**src/rtl/cp0_pkg.sv**
```systemverilog
// Shared constants for the MIPS coprocessor 0: register numbers, exception codes
// and a helper that packs the status register read value.
package cp0_pkg;

    localparam logic [4:0] CP0_COUNT   = 5'd9;
    localparam logic [4:0] CP0_COMPARE = 5'd11;
    localparam logic [4:0] CP0_SR      = 5'd12;
    localparam logic [4:0] CP0_CAUSE   = 5'd13;
    localparam logic [4:0] CP0_EPC     = 5'd14;
    localparam logic [4:0] CP0_PRID    = 5'd15;

    localparam logic [4:0] EXC_INT  = 5'd0;
    localparam logic [4:0] EXC_ADEL = 5'd4;
    localparam logic [4:0] EXC_ADES = 5'd5;
    localparam logic [4:0] EXC_SYS  = 5'd8;
    localparam logic [4:0] EXC_RI   = 5'd10;
    localparam logic [4:0] EXC_OV   = 5'd12;

    function automatic logic [31:0] pack_sr(input logic [5:0] im, input logic exl, input logic ie);
        return {16'b0, im, 8'b0, exl, ie};
    endfunction

endpackage

```
**src/rtl/cp0_timer.sv**
```systemverilog
// Count/Compare timer: prescaled free-running Count, Compare register and a
// sticky match flag that drives interrupt line IP7.
module cp0_timer
    import cp0_pkg::*;
#(
    parameter int COUNT_DIV = 1
) (
    input  logic        clk,
    input  logic        rst,
    input  logic [31:0] din,
    input  logic        count_wen,
    input  logic        compare_wen,
    output logic [31:0] count,
    output logic [31:0] compare,
    output logic        timer_pend
);

    localparam int PW = (COUNT_DIV > 1) ? $clog2(COUNT_DIV) : 1;

    logic [PW-1:0] presc;
    logic          tick;
    logic [31:0]   count_inc;

    assign tick      = (presc == PW'(COUNT_DIV - 1));
    assign count_inc = count + 32'd1;

    always_ff @(posedge clk) begin
        if (rst) begin
            presc      <= '0;
            count      <= '0;
            compare    <= '0;
            timer_pend <= 1'b0;
        end else begin
            if (count_wen) begin
                count <= din;
                presc <= '0;
            end else if (tick) begin
                presc <= '0;
                count <= count_inc;
            end else begin
                presc <= presc + 1'b1;
            end

            // Only an increment landing on Compare raises the flag; a Compare
            // write in the same cycle wins and leaves it clear.
            if (compare_wen) begin
                compare    <= din;
                timer_pend <= 1'b0;
            end else if (!count_wen && tick && (count_inc == compare)) begin
                timer_pend <= 1'b1;
            end
        end
    end

endmodule

```
**src/rtl/cp0_ctrl.sv**
```systemverilog
// Coprocessor 0 top: SR/Cause/EPC state, exception entry and ERET sequencing,
// MFC0 read mux and the interrupt request to the controller.
module cp0_ctrl
    import cp0_pkg::*;
#(
    parameter int          NUM_HWINT = 5,
    parameter int          COUNT_DIV = 1,
    parameter logic [31:0] PRID_VAL  = 32'h0000_4A01
) (
    input  logic                 clk,
    input  logic                 rst,
    input  logic [29:0]          pc_in,
    input  logic                 bd_in,
    input  logic [31:0]          din,
    input  logic [NUM_HWINT-1:0] hwint,
    input  logic [4:0]           sel,
    input  logic                 wen,
    input  logic                 exc_set,
    input  logic [4:0]           exc_code,
    input  logic                 eret,
    output logic                 int_req,
    output logic [29:0]          epc,
    output logic [31:0]          dout,
    output logic                 exl_out,
    output logic                 timer_irq
);

    logic [5:0]           im;
    logic                 exl;
    logic                 ie;
    logic                 bd;
    logic [4:0]           exc_code_r;
    logic [29:0]          epc_r;
    logic [NUM_HWINT-1:0] hw_q;
    logic [4:0]           hw_pad;
    logic [5:0]           ip;
    logic [31:0]          count;
    logic [31:0]          compare;
    logic                 timer_pend;
    logic                 wr;

    // An exception entry in the same cycle swallows any MTC0 write.
    assign wr = wen && !exc_set;

    cp0_timer #(
        .COUNT_DIV(COUNT_DIV)
    ) u_timer (
        .clk        (clk),
        .rst        (rst),
        .din        (din),
        .count_wen  (wr && (sel == CP0_COUNT)),
        .compare_wen(wr && (sel == CP0_COMPARE)),
        .count      (count),
        .compare    (compare),
        .timer_pend (timer_pend)
    );

    always_comb begin
        hw_pad                = '0;
        hw_pad[NUM_HWINT-1:0] = hw_q;
    end

    assign ip        = {timer_pend, hw_pad};
    assign int_req   = (|(ip & im)) && ie && !exl;
    assign epc       = epc_r;
    assign exl_out   = exl;
    assign timer_irq = timer_pend;

    always_comb begin
        case (sel)
            CP0_COUNT:   dout = count;
            CP0_COMPARE: dout = compare;
            CP0_SR:      dout = pack_sr(im, exl, ie);
            CP0_CAUSE:   dout = {bd, 15'b0, ip, 3'b0, exc_code_r, 2'b0};
            CP0_EPC:     dout = {epc_r, 2'b00};
            CP0_PRID:    dout = PRID_VAL;
            default:     dout = 32'b0;
        endcase
    end

    always_ff @(posedge clk) begin
        if (rst) begin
            im         <= '0;
            exl        <= 1'b0;
            ie         <= 1'b0;
            bd         <= 1'b0;
            exc_code_r <= '0;
            epc_r      <= '0;
            hw_q       <= '0;
        end else begin
            hw_q <= hwint;
            if (exc_set) begin
                exc_code_r <= exc_code;
                exl        <= 1'b1;
                // Nested entries keep the original return address.
                if (!exl) begin
                    epc_r <= bd_in ? (pc_in - 30'd1) : pc_in;
                    bd    <= bd_in;
                end
            end else begin
                if (wen && (sel == CP0_SR)) begin
                    im  <= din[15:10];
                    exl <= din[1];
                    ie  <= din[0];
                end
                if (wen && (sel == CP0_EPC)) begin
                    epc_r <= din[31:2];
                end
                if (eret) begin
                    exl <= 1'b0;
                end
            end
        end
    end

endmodule

```
**config.mk**
```make
export PLATFORM = sky130hd
export DESIGN_NAME = cp0_ctrl
export DESIGN_NICKNAME = d
export VERILOG_FILES = /design/src/rtl/cp0_pkg.sv /design/src/rtl/cp0_timer.sv /design/src/rtl/cp0_ctrl.sv
export SDC_FILE = /design/constraint.sdc
export NUM_CORES = 1
export LEC_CHECK = 0
export CORE_UTILIZATION = 48
export CTS_CLUSTER_DIAMETER = 150
export DETAILED_ROUTE_END_ITERATION = 16
export PLACE_DENSITY = 0.78
export SYNTH_ARGS = -nofsm -noshare
export SYNTH_HDL_FRONTEND = slang
export SYNTH_HIERARCHICAL = 1
export SYNTH_SLANG_ARGS = --single-unit
```
**constraint.sdc**
```tcl
create_clock -name clk -period 2.8 [get_ports clk]
set_clock_uncertainty 0.05 [all_clocks]
set_input_delay 0.84 -clock clk [delete_from_list [all_inputs] [get_ports clk]]
set_output_delay 0.84 -clock clk [all_outputs]
set_load 0.02 [all_outputs]
```
# Word-level counts from Yosys, hierarchy flattened
# Cells that the tools add are included.
# op_classes
n_addsub	3
n_mul	0
n_div	0
magnitude_cmp	0
eq_ne	9
shifts	0
mux	10
bitwise_logic	4
reduce_logical	20
# op_table
operator	n
32-bit case mux with 6 select lines	1
30-bit 2-to-1 mux	4
32-bit 2-to-1 mux	2
32-bit by 1-bit adder with 32-bit output, second input constant	1
32-bit equality test	1
5-bit by 4-bit equality test with 1-bit output, second input constant	6
30-bit by 1-bit subtractor with 30-bit output, second input constant	1
1-bit logical AND	9
6-bit AND	1
2-bit AND reduction	3
6-bit OR reduction	1
1-bit logical NOT	3
1-bit 2-to-1 mux	3
1-bit inverter	3
3-bit nonzero test	1
3-bit OR reduction	1
2-bit by 1-bit inequality test with 1-bit output, second input constant	1
2-bit inequality test, second input constant	1
2-bit nonzero test	1
2-bit OR reduction	1
1-bit adder, second input constant	1
# word_totals
register_bits	115
latchBits	0
ram_bits	0
rom_bits	0
elab_cells	57
mem_count	0

# Longest topological paths before layout
# Gate-level depths: netlist (run 1).
# logic_depth
ltp_word	6
mapped_depth	11

# By module
# The synthesis (run 1) kept the hierarchy.
# modules_own_cells
mod	n_inst	cells_per_inst	area_each_um2
cp0_timer	1	492	3973.8
cp0_ctrl	1	455	3485.8

# Worst setup path before layout (run 1)
# Ideal clock, no wire load.
# synth_path
path_kind	input-to-output
from	input sel[3]
to	output dout[16]
t_arrival_ps	2265
required_time_ps	1910
slack_ps	-355
cell_stages	7
cell_sequence	nor2b_1 -> and3b_1 -> clkbuf_1 -> clkbuf_1 -> buf_1 -> nand3_1 -> o21ai_0
# synth_between
elab_chain_cells	2
word_cells_on_any_way	7
# synth_rtl
item	line	source
start: declaration	cp0_ctrl.sv:16	input logic [4:0] sel,
5-bit by 4-bit equality test with 1-bit output	cp0_ctrl.sv:70	case (sel)
32-bit case mux with 6 select lines (*)	cp0_ctrl.sv:70	
end: declaration	cp0_ctrl.sv:23	output logic [31:0] dout,
# Mark *: on every way between the ends. The rest lies on a longest branch, timed or not.

# Worst setup path after layout (run 1)
# layout_path
from	input sel[3]
to	output dout[12]
# The elaborated chain is that of the path after synthesis.

==> key figures, run 1 <==
Timing
  • Worst Tran Pin Value: 663 ps
  • Max_slew headroom: 55.8%
  • Final hold violation count: 0
  • Achievable frequency: 328 MHz
  • TNS Setup: -4160 ps
  • Minimum clock period: just over 3000 ps
  • RSZ-0062 raised after global routing: true
  • Fin crit share: 109%
  • Slew Limit Fails: 0
  • Slack of the critical path: -248 ps
  • Setup Viol. Count Final: 33

Yosys
  • Synthesized instance count: about 950
  • Yosys warns: 6
  • Yosys top cell area share: between 30% and 40%
  • Part of the Yosys area used for sequential elements: 30.9%
  • Most common library cells after synthesis: nor2_1 (137), dfxtp_1 (115), mux2i_1 (67)
  • Synth Cell Area: 7460 sq um
  • Syn_area_per_cell: approximately 7.9 sq um
  • Most frequent cell after synthesis: nor2_1
  • Synth top area cells: dfxtp_1 (31%), mux2i_1 (9.0%), nor2_1 (6.9%)
  • EDFF count, synth: 0
  • Synth area leader: dfxtp_1
  • Number of synthesized register bits: between 100 and 150
  • Unique masters post-synth: 70
  • Prevailing post-synth register cell: dfxtp_1
  • Asr flop ratio synth: 0%
  • Net count after synthesis: a little over 1000

Setup path
  • Critical Path Most Common Cell: buf_6
  • CP max FO: 8
  • Crit path DAT: 2160 ps
  • Critical path, cell by cell: buf_6, buf_4, nor4bb_4, buf_6, buf_8, a221oi_4, o21ai_2, buf_6
  • Crit end category: output port
  • Slowest cell on the critical path: a221oi_4
  • Worst reg2reg path endpoint: u_timer/timer_pend
  • Delay-heaviest family, CP: buffers and inverters
  • R2r startpoint: u_timer/count[0]
  • Crit path buffers/inverters: 5
  • Path depth of the worst reg2reg path: 9
  • Crit start category: primary input
  • Type of the worst setup path: in -> out
  • Required @ worst endpoint: 1910 ps
  • CP max stage delay: 370 ps
  • R2r setup slk: -110 ps

Min path
  • Hold depth: 2
  • HP Class: reg -> reg
  • Hold EP: bd
  • Hold path startpoint: bd

Placement
  • Placed cells: 1307
  • Detailed-placement wirelength estimate: 20.7 mm
  • IO Port Bufs: approximately 150
  • GP Congestion: 0.929

Layout
  • Area growth syn-to-layout: 51.4%
  • ANT cells: 0
  • # nets final: 1242
  • Share of layout cells above drive strength 1: 26.2%
  • Final Non-Filler Cells: 1357

Routing
  • Iter 0 DRT Violations: 1180
  • DRT Wirelength: 31.8 mm
  • DRT Pass-1 Iters: 8
  • Avg WL per Cell: 23.4 um
  • DR DRC count: 0
  • Post-DRT Antenna Nets: 0
  • Via Count: 8847
  • Via density: 6.52

Global routing
  • Pin count of the biggest net entering global routing: 76
  • Gr usage total: 37.6%
  • Initial antenna violation count: 1
  • Overflow after GRT: 0
  • Wire length of the first global-routing pass: 45.9 mm
  • Vias in the first global route: 8239

Die
  • Die W: 127 um
  • Core area: 15200 sq um
  • Die area: between 15000 and 20000 sq um
  • Row cnt: 45
  • Initial core utilization: between 40% and 50%
  • # IOs: 148
  • Die H: 127 um

Power and ir drop
  • Pleak: 4.12 nW
  • VDD IR max: a little under 0.0005 V
  • Power density over the cells: 427 nW/um^2

CTS
  • Worst-Skew Late Latency: 430 ps
  • Post-CTS Hold Buffers: 0
  • CTS tree: yes
  • Max Buffers Root-to-Sink: 2
  • CTS Buf Count: 17
  • Depth of the CTS H-tree: 4
  • Clock Tree Root: clkbuf_16
  • Clock Pin Slew Worst Setup and Hold Paths: ~50 ps
  • CTS sink cnt: 115

Job
  • Max-cap violations: 0

Outcome
  • Failing checks: negative setup slack
  • Status: finished, violations left
-- area by class of cell --
class,instances,area [sq um]
multi-input cells,743,5370
fillers,1040,3910
repair buffers,267,2740
flip-flops and latches,115,2300
clock buffers,22,464
well taps,188,235
clock inverters,9,130
inverters,13,61.3
-- worst register-to-register path: stages (launching register included) --
cell and delay, ps:
dfxtp_1 450, ha_1 320, nand3_1 250, buf_4 240, or3_1 450, xnor2_1 170, a211oi_1 360, o2111a_1 270
nand4_1 110, o21ai_1 170
-- metal layers --
metal	track usage, %	vias to the layer above	wire length, um
li1	-	3849	-
met5	0	-	0
met4	16.9	0	1910
met2	60.3	699	14200
met1	48.6	4112	12200
met3	8.06	187	3430
-- layout by cell type (no fill, tap or decap), types with 14 or more instances in the layout --
cell,n
nor2_1,136
nand2_1,47
buf_12,14
nor3_1,25
xor2_1,40
nor4_1,17
and3_1,14
dfxtp_1,114
clkdlybuf4s50_1,104
nand4_1,23
buf_4,95
clkbuf_16,21
a22oi_2,25
o21ai_2,29
buf_6,39
nand3_1,29
a21oi_1,58
xnor2_1,58
mux2i_1,65
o21ai_0,16
-- cells by family after synthesis --
group	synth area share (%)
DFF	30.9
other	0.0503
adders and majority gates	0.335
AOI/OAI and AO/OA	17.2
and+or+nand+nor	25.0
xor gates and xnor gates	11.5
muxes	9.90
buffers and inverters	5.13
-- through the flow --
stage | utilization (%) | worst slack [ps] | cell area [sq um] | power, W | hold WS [ps]
after global routing | 74.3 | -248 | 11300 | 0.00493 | 480
after detailed placement | 64.8 | -1030 | 9850 | 0.00249 | 406
after global placement | 64.8 | -1030 | 9850 | 0.00248 | 396
final | 74.3 | -248 | 11300 | 0.00482 | 440
after floorplan | - | -65.0 | 7610 | 0.00206 | 386
after CTS | 72.5 | -183 | 11000 | 0.00474 | 425
-- timing repair --
item / 4_1_cts / 5_1_grt
gates cloned: 5 / 4
setup buffers: 11 / 1
endpoints found under the setup margin: 100 / 35
gates resized for setup: 285 / 39
pin swaps: 33 / 24
-- state kept, by name (all words and copies together), names as in the netlist --
register	cells
bd	1
epc	30
exc_code_r	5
exl_out	1
hw_pad	5
ie	1
im	6
u_timer/compare	32
u_timer/count	32
u_timer/presc	1
u_timer/timer_pend	1
-- where the power goes --
part | internal, W | switching, W
clock network | 0.00143 | 0.000790
registers | 0.00169 | 0.0000843
logic | 0.000398 | 0.000423
-- how the worst max path moves through the flow --
stage	start	to	cells after the start
4_1_cts	sel[3]	dout[0]	8
3_5_place_dp	sel[0]	dout[12]	6
6_report	sel[3]	dout[12]	8
5_1_grt	sel[3]	dout[12]	8
3_3_place_gp	sel[0]	dout[31]	6
2_1_floorplan	pc_in[5]	epc[21]	6
(Power assumes the default switching activity.)
==> run 2, diff against run 1 <==
--- a/config.mk
+++ b/config.mk
@@ -5,11 +5,10 @@
 export SDC_FILE = /design/constraint.sdc
 export NUM_CORES = 1
 export LEC_CHECK = 0
-export CORE_UTILIZATION = 48
+export CORE_UTILIZATION = 53
 export CTS_CLUSTER_DIAMETER = 150
 export DETAILED_ROUTE_END_ITERATION = 16
-export PLACE_DENSITY = 0.78
+export PLACE_DENSITY = 0.82
 export SYNTH_ARGS = -nofsm -noshare
 export SYNTH_HDL_FRONTEND = slang
-export SYNTH_HIERARCHICAL = 1
 export SYNTH_SLANG_ARGS = --single-unit
==> constraint.sdc (replaced) <==
create_clock -name clk -period 3.2 [get_ports clk]
set_clock_uncertainty 0.05 [all_clocks]
set_input_delay 0.96 -clock clk [delete_from_list [all_inputs] [get_ports clk]]
set_output_delay 0.96 -clock clk [all_outputs]
set_load 0.02 [all_outputs]
==> run 2 against run 1 <==
  * The run still ends with negative setup slack left
  * Sequential share of layout area up 2.4 points
  * Clock power down 13%
  * Cell count down 0.74%
  * Total power down 16%
  * Register-to-register slack better by 620 ps
  * Worst setup slack better by 26 ps
  * Critical endpoint is now dout[16]
  * Highest routed layer unchanged
==> key figures, run 2 <==
Layout
  • Final core occ: 75.8% (+1.5 points)
  • Most common cell after layout, fill and taps aside: nor2_1
  • # nets final: 1242 (unchanged)
  • Commonest cells after routing, fill and taps aside: nor2_1 (136), nand2_1 (128), dfxtp_1 (115), clkdlybuf4s50_1 (108), a21oi_1 (81)
  • Share of layout cells above drive strength 1: 17.9% (-8.3 points)
  • Area occupied by multi-input gates: 4690 sq um (-13%)
  • Register area: 2300 sq um (about the same)
  • Area growth syn-to-layout: 38.4%
  • Post-route cell area: 10100 sq um (-10%)
  • Fill cell count: 983 (-5.5%)

Outcome
  • Failing checks: negative setup slack
  • Status: finished, violations left

Timing
  • Slack of the critical path: -222 ps (+26.0 ps)
  • Achievable frequency: 292 MHz
  • Minimum clock period: 3420 ps
  • Setup Viol. Count Final: 22 (-33%)
  • Final hold violation count: 0 (unchanged)
  • Max_slew headroom: 29.2% (-27 points)
  • RSZ-0062 raised after global routing: true
  • Fin crit share: 107%
  • Slew Limit Fails: 0 (unchanged)
  • Worst Tran Pin Value: 1060 ps (+397 ps)

Setup path
  • Crit path DAT: 2410 ps (+250 ps)
  • Worst reg2reg path endpoint: u_timer.timer_pend
  • Path depth of the worst reg2reg path: 7 (-2)
  • CP max FO: 5 (-3)
  • R2r startpoint: u_timer.count[6]
  • Crit end category: output port
  • Crit path launch: sel[3]
  • R2r setup slk: 510 ps (+620 ps)
  • Required @ worst endpoint: 2190 ps (+280 ps)
  • Crit start category: primary input
  • CP Capture Point: dout[16]
  • Type of the worst setup path: in -> out

Yosys
  • Syn_area_per_cell: 7.47 sq um (-5.2%)
  • Synth Cell Area: 7310 sq um (-2.0%)
  • Number of synthesized register bits: 115 (unchanged)
  • Synth top area cells: dfxtp_1 (31%), xnor2_1 (7.9%), nor2_1 (7.0%)
  • Part of the Yosys area used for sequential elements: 31.5% (+0.63 points)
  • Asr flop ratio synth: 0% (unchanged)
  • Most frequent cell after synthesis: nor2_1
  • EDFF count, synth: 0 (unchanged)
  • Yosys warns: 0 (-6)
  • Synthesized instance count: 979 (+3.4%)
  • Unique masters post-synth: 67 (-4.3%)
  • Most common library cells after synthesis: nor2_1 (137), nand2_1 (131), dfxtp_1 (115)
  • Synth area leader: dfxtp_1
  • Yosys top cell area share: 31.5% (+0.63 points)
  • Prevailing post-synth register cell: dfxtp_1
  • Net count after synthesis: 1064 (+3.1%)

CTS
  • Clock Pin Slew Worst Setup and Hold Paths: 50 ps (about the same)
  • Max Buffers Root-to-Sink: 2 (unchanged)
  • CTS tree: yes
  • CTS Buf Count: 17 (unchanged)
  • Depth of the CTS H-tree: 4 (unchanged)
  • CTS sink cnt: 115 (unchanged)
  • Worst-Skew Late Latency: 420 ps (about the same)
  • Clock Tree Root: clkbuf_16
  • Post-CTS Hold Buffers: 0 (unchanged)

Placement
  • Detailed-placement wirelength estimate: 19.0 mm (-8.0%)
  • Area post-placement: 9290 sq um (-5.7%)
  • IO Port Bufs: 147 (unchanged)
  • GP Congestion: 0.976 (+5.1%)
  • DP Worst Slack: -975 ps (+55.6 ps)

Global routing
  • Wire length of the first global-routing pass: 40.7 mm (-11%)
  • Most Used Layer, Global Route: met2
  • Met1 GRT Util: 50.5% (+1.9 points)
  • Pin count of the biggest net entering global routing: 63 (-17%)
  • Vias in the first global route: 7445 (-9.6%)
  • Initial antenna violation count: 1 (unchanged)
  • Gr usage total: 36.8% (-0.80 points)
  • Grt met3 use: 10.6% (+2.6 points)
  • GR Util met2: 53.6% (-6.7 points)
  • Overflow after GRT: 0 (unchanged)

Routing
  • Via density: 6.27 (-3.8%)
  • Post-DRT Antenna Nets: 0 (unchanged)
  • Iter 0 DRT Violations: 1423 (+21%)
  • DRT Wirelength: 26.8 mm (-16%)
  • DR DRC count: 0 (unchanged)
  • Avg WL per Cell: 19.9 um (-15%)
  • DRT Pass-1 Iters: 14 (+6)
  • Via Count: 8444 (-4.6%)

Die
  • Initial core utilization: 54.8% (+5.7 points)
  • # IOs: 148 (unchanged)
  • Die H: 119 um (-5.7%)
  • Row cnt: 42 (-6.7%)
  • Core area: 13300 sq um (-12%)
  • Die area: 14300 sq um (-11%)
  • Die W: 119 um (-5.7%)

Job
  • Max-cap violations: 0 (unchanged)

Min path
  • HP Class: reg -> reg

Power and ir drop
  • VDD IR max: 0.000385 V (-21%)
  • Pleak: 3.84 nW (-6.8%)
  • Power density over the cells: 399 nW/um^2 (-6.5%)
==> run 2: cell count changes in the layout (fill, tap and decap cells not counted), moves of 23 or more <==
cell / previous run / this run
a211oi_1: 4 / 49
a21oi_1: 58 / 81
a222oi_1: 0 / 23
mux2i_1: 65 / 14
nand2_1: 47 / 128
o21ai_2: 29 / 0
==> run 2: cell families (layout without fill, tap and decap cells) <==
logic type / after synthesis / after routing / share of synthesized area [%]
simple gates: 436 / 436 / 28.8
compound gates: 211 / 211 / 20.2
flops: 115 / 115 / 31.5
buf+inv: 105 / 296 / 5.84
xor+xnor: 94 / 94 / 11.3
mux: 15 / 15 / 2.07
fa+ha+maj: 2 / 2 / 0.342
other cells: 1 / 2 / 0.0513
==> run 2: timing repair <==
action,CTS,global route
gates cloned,1,1
setup buffers,6,11
resized for setup,171,41
pin swaps,22,16
endpoints found under the setup margin,32,32
==> run 2: worst min-delay path by stage <==
stage | from | endpoint | slack [ps] | cells after the start
detailed placement | ie | ie | 400 | 2
CTS | ie | ie | 410 | 2
floorplan | ie | ie | 390 | 2
global route | ie | ie | 450 | 2
finish | ie | ie | 440 | 2
global placement | ie | ie | 400 | 2
==> run 2: per-layer routing <==
layer / vias to the layer above / wire, um
li1: 3839 / -
met1: 3911 / 10600
met2: 591 / 11600
met3: 103 / 3600
met4: 0 / 977
met5: - / 0
==> run 2: critical path: stages <==
cell and delay, ps:
buf_6 90, nor2b_4 130, nor3b_4 150, buf_6 120, buf_6 120, a222oi_1 560
inv_1 120, buf_6 160
==> run 2: layout make-up <==
cell class	instances	share of cell area, %
multi-input combinational	759	46.4
antenna	1	0.0247
tap	176	2.18
inverter	23	0.854
sequential	115	22.8
timing repair buffer	241	21.8
clock buffer	23	5.02
clock inverter	9	0.990
==> run 2: power breakdown <==
part           switching [W]  total [W]  internal, W
Clock               0.000679    0.00194      0.00126
Sequential         0.0000607    0.00154      0.00148
Combinational       0.000281   0.000557     0.000276
==> run 2: stage by stage <==
stage / setup TNS [ps] / instances / hold WS, ps / total power, W
finish: -1810 / 1347 / 437 / 0.00404
global route: -2770 / 1346 / 450 / 0.00414
CTS: -218 / 1334 / 406 / 0.00401
detailed placement: -29930 / 1296 / 399 / 0.00209
global placement: -27610 / 1296 / 398 / 0.00208
floorplan: 0 / 979 / 386 / 0.00179
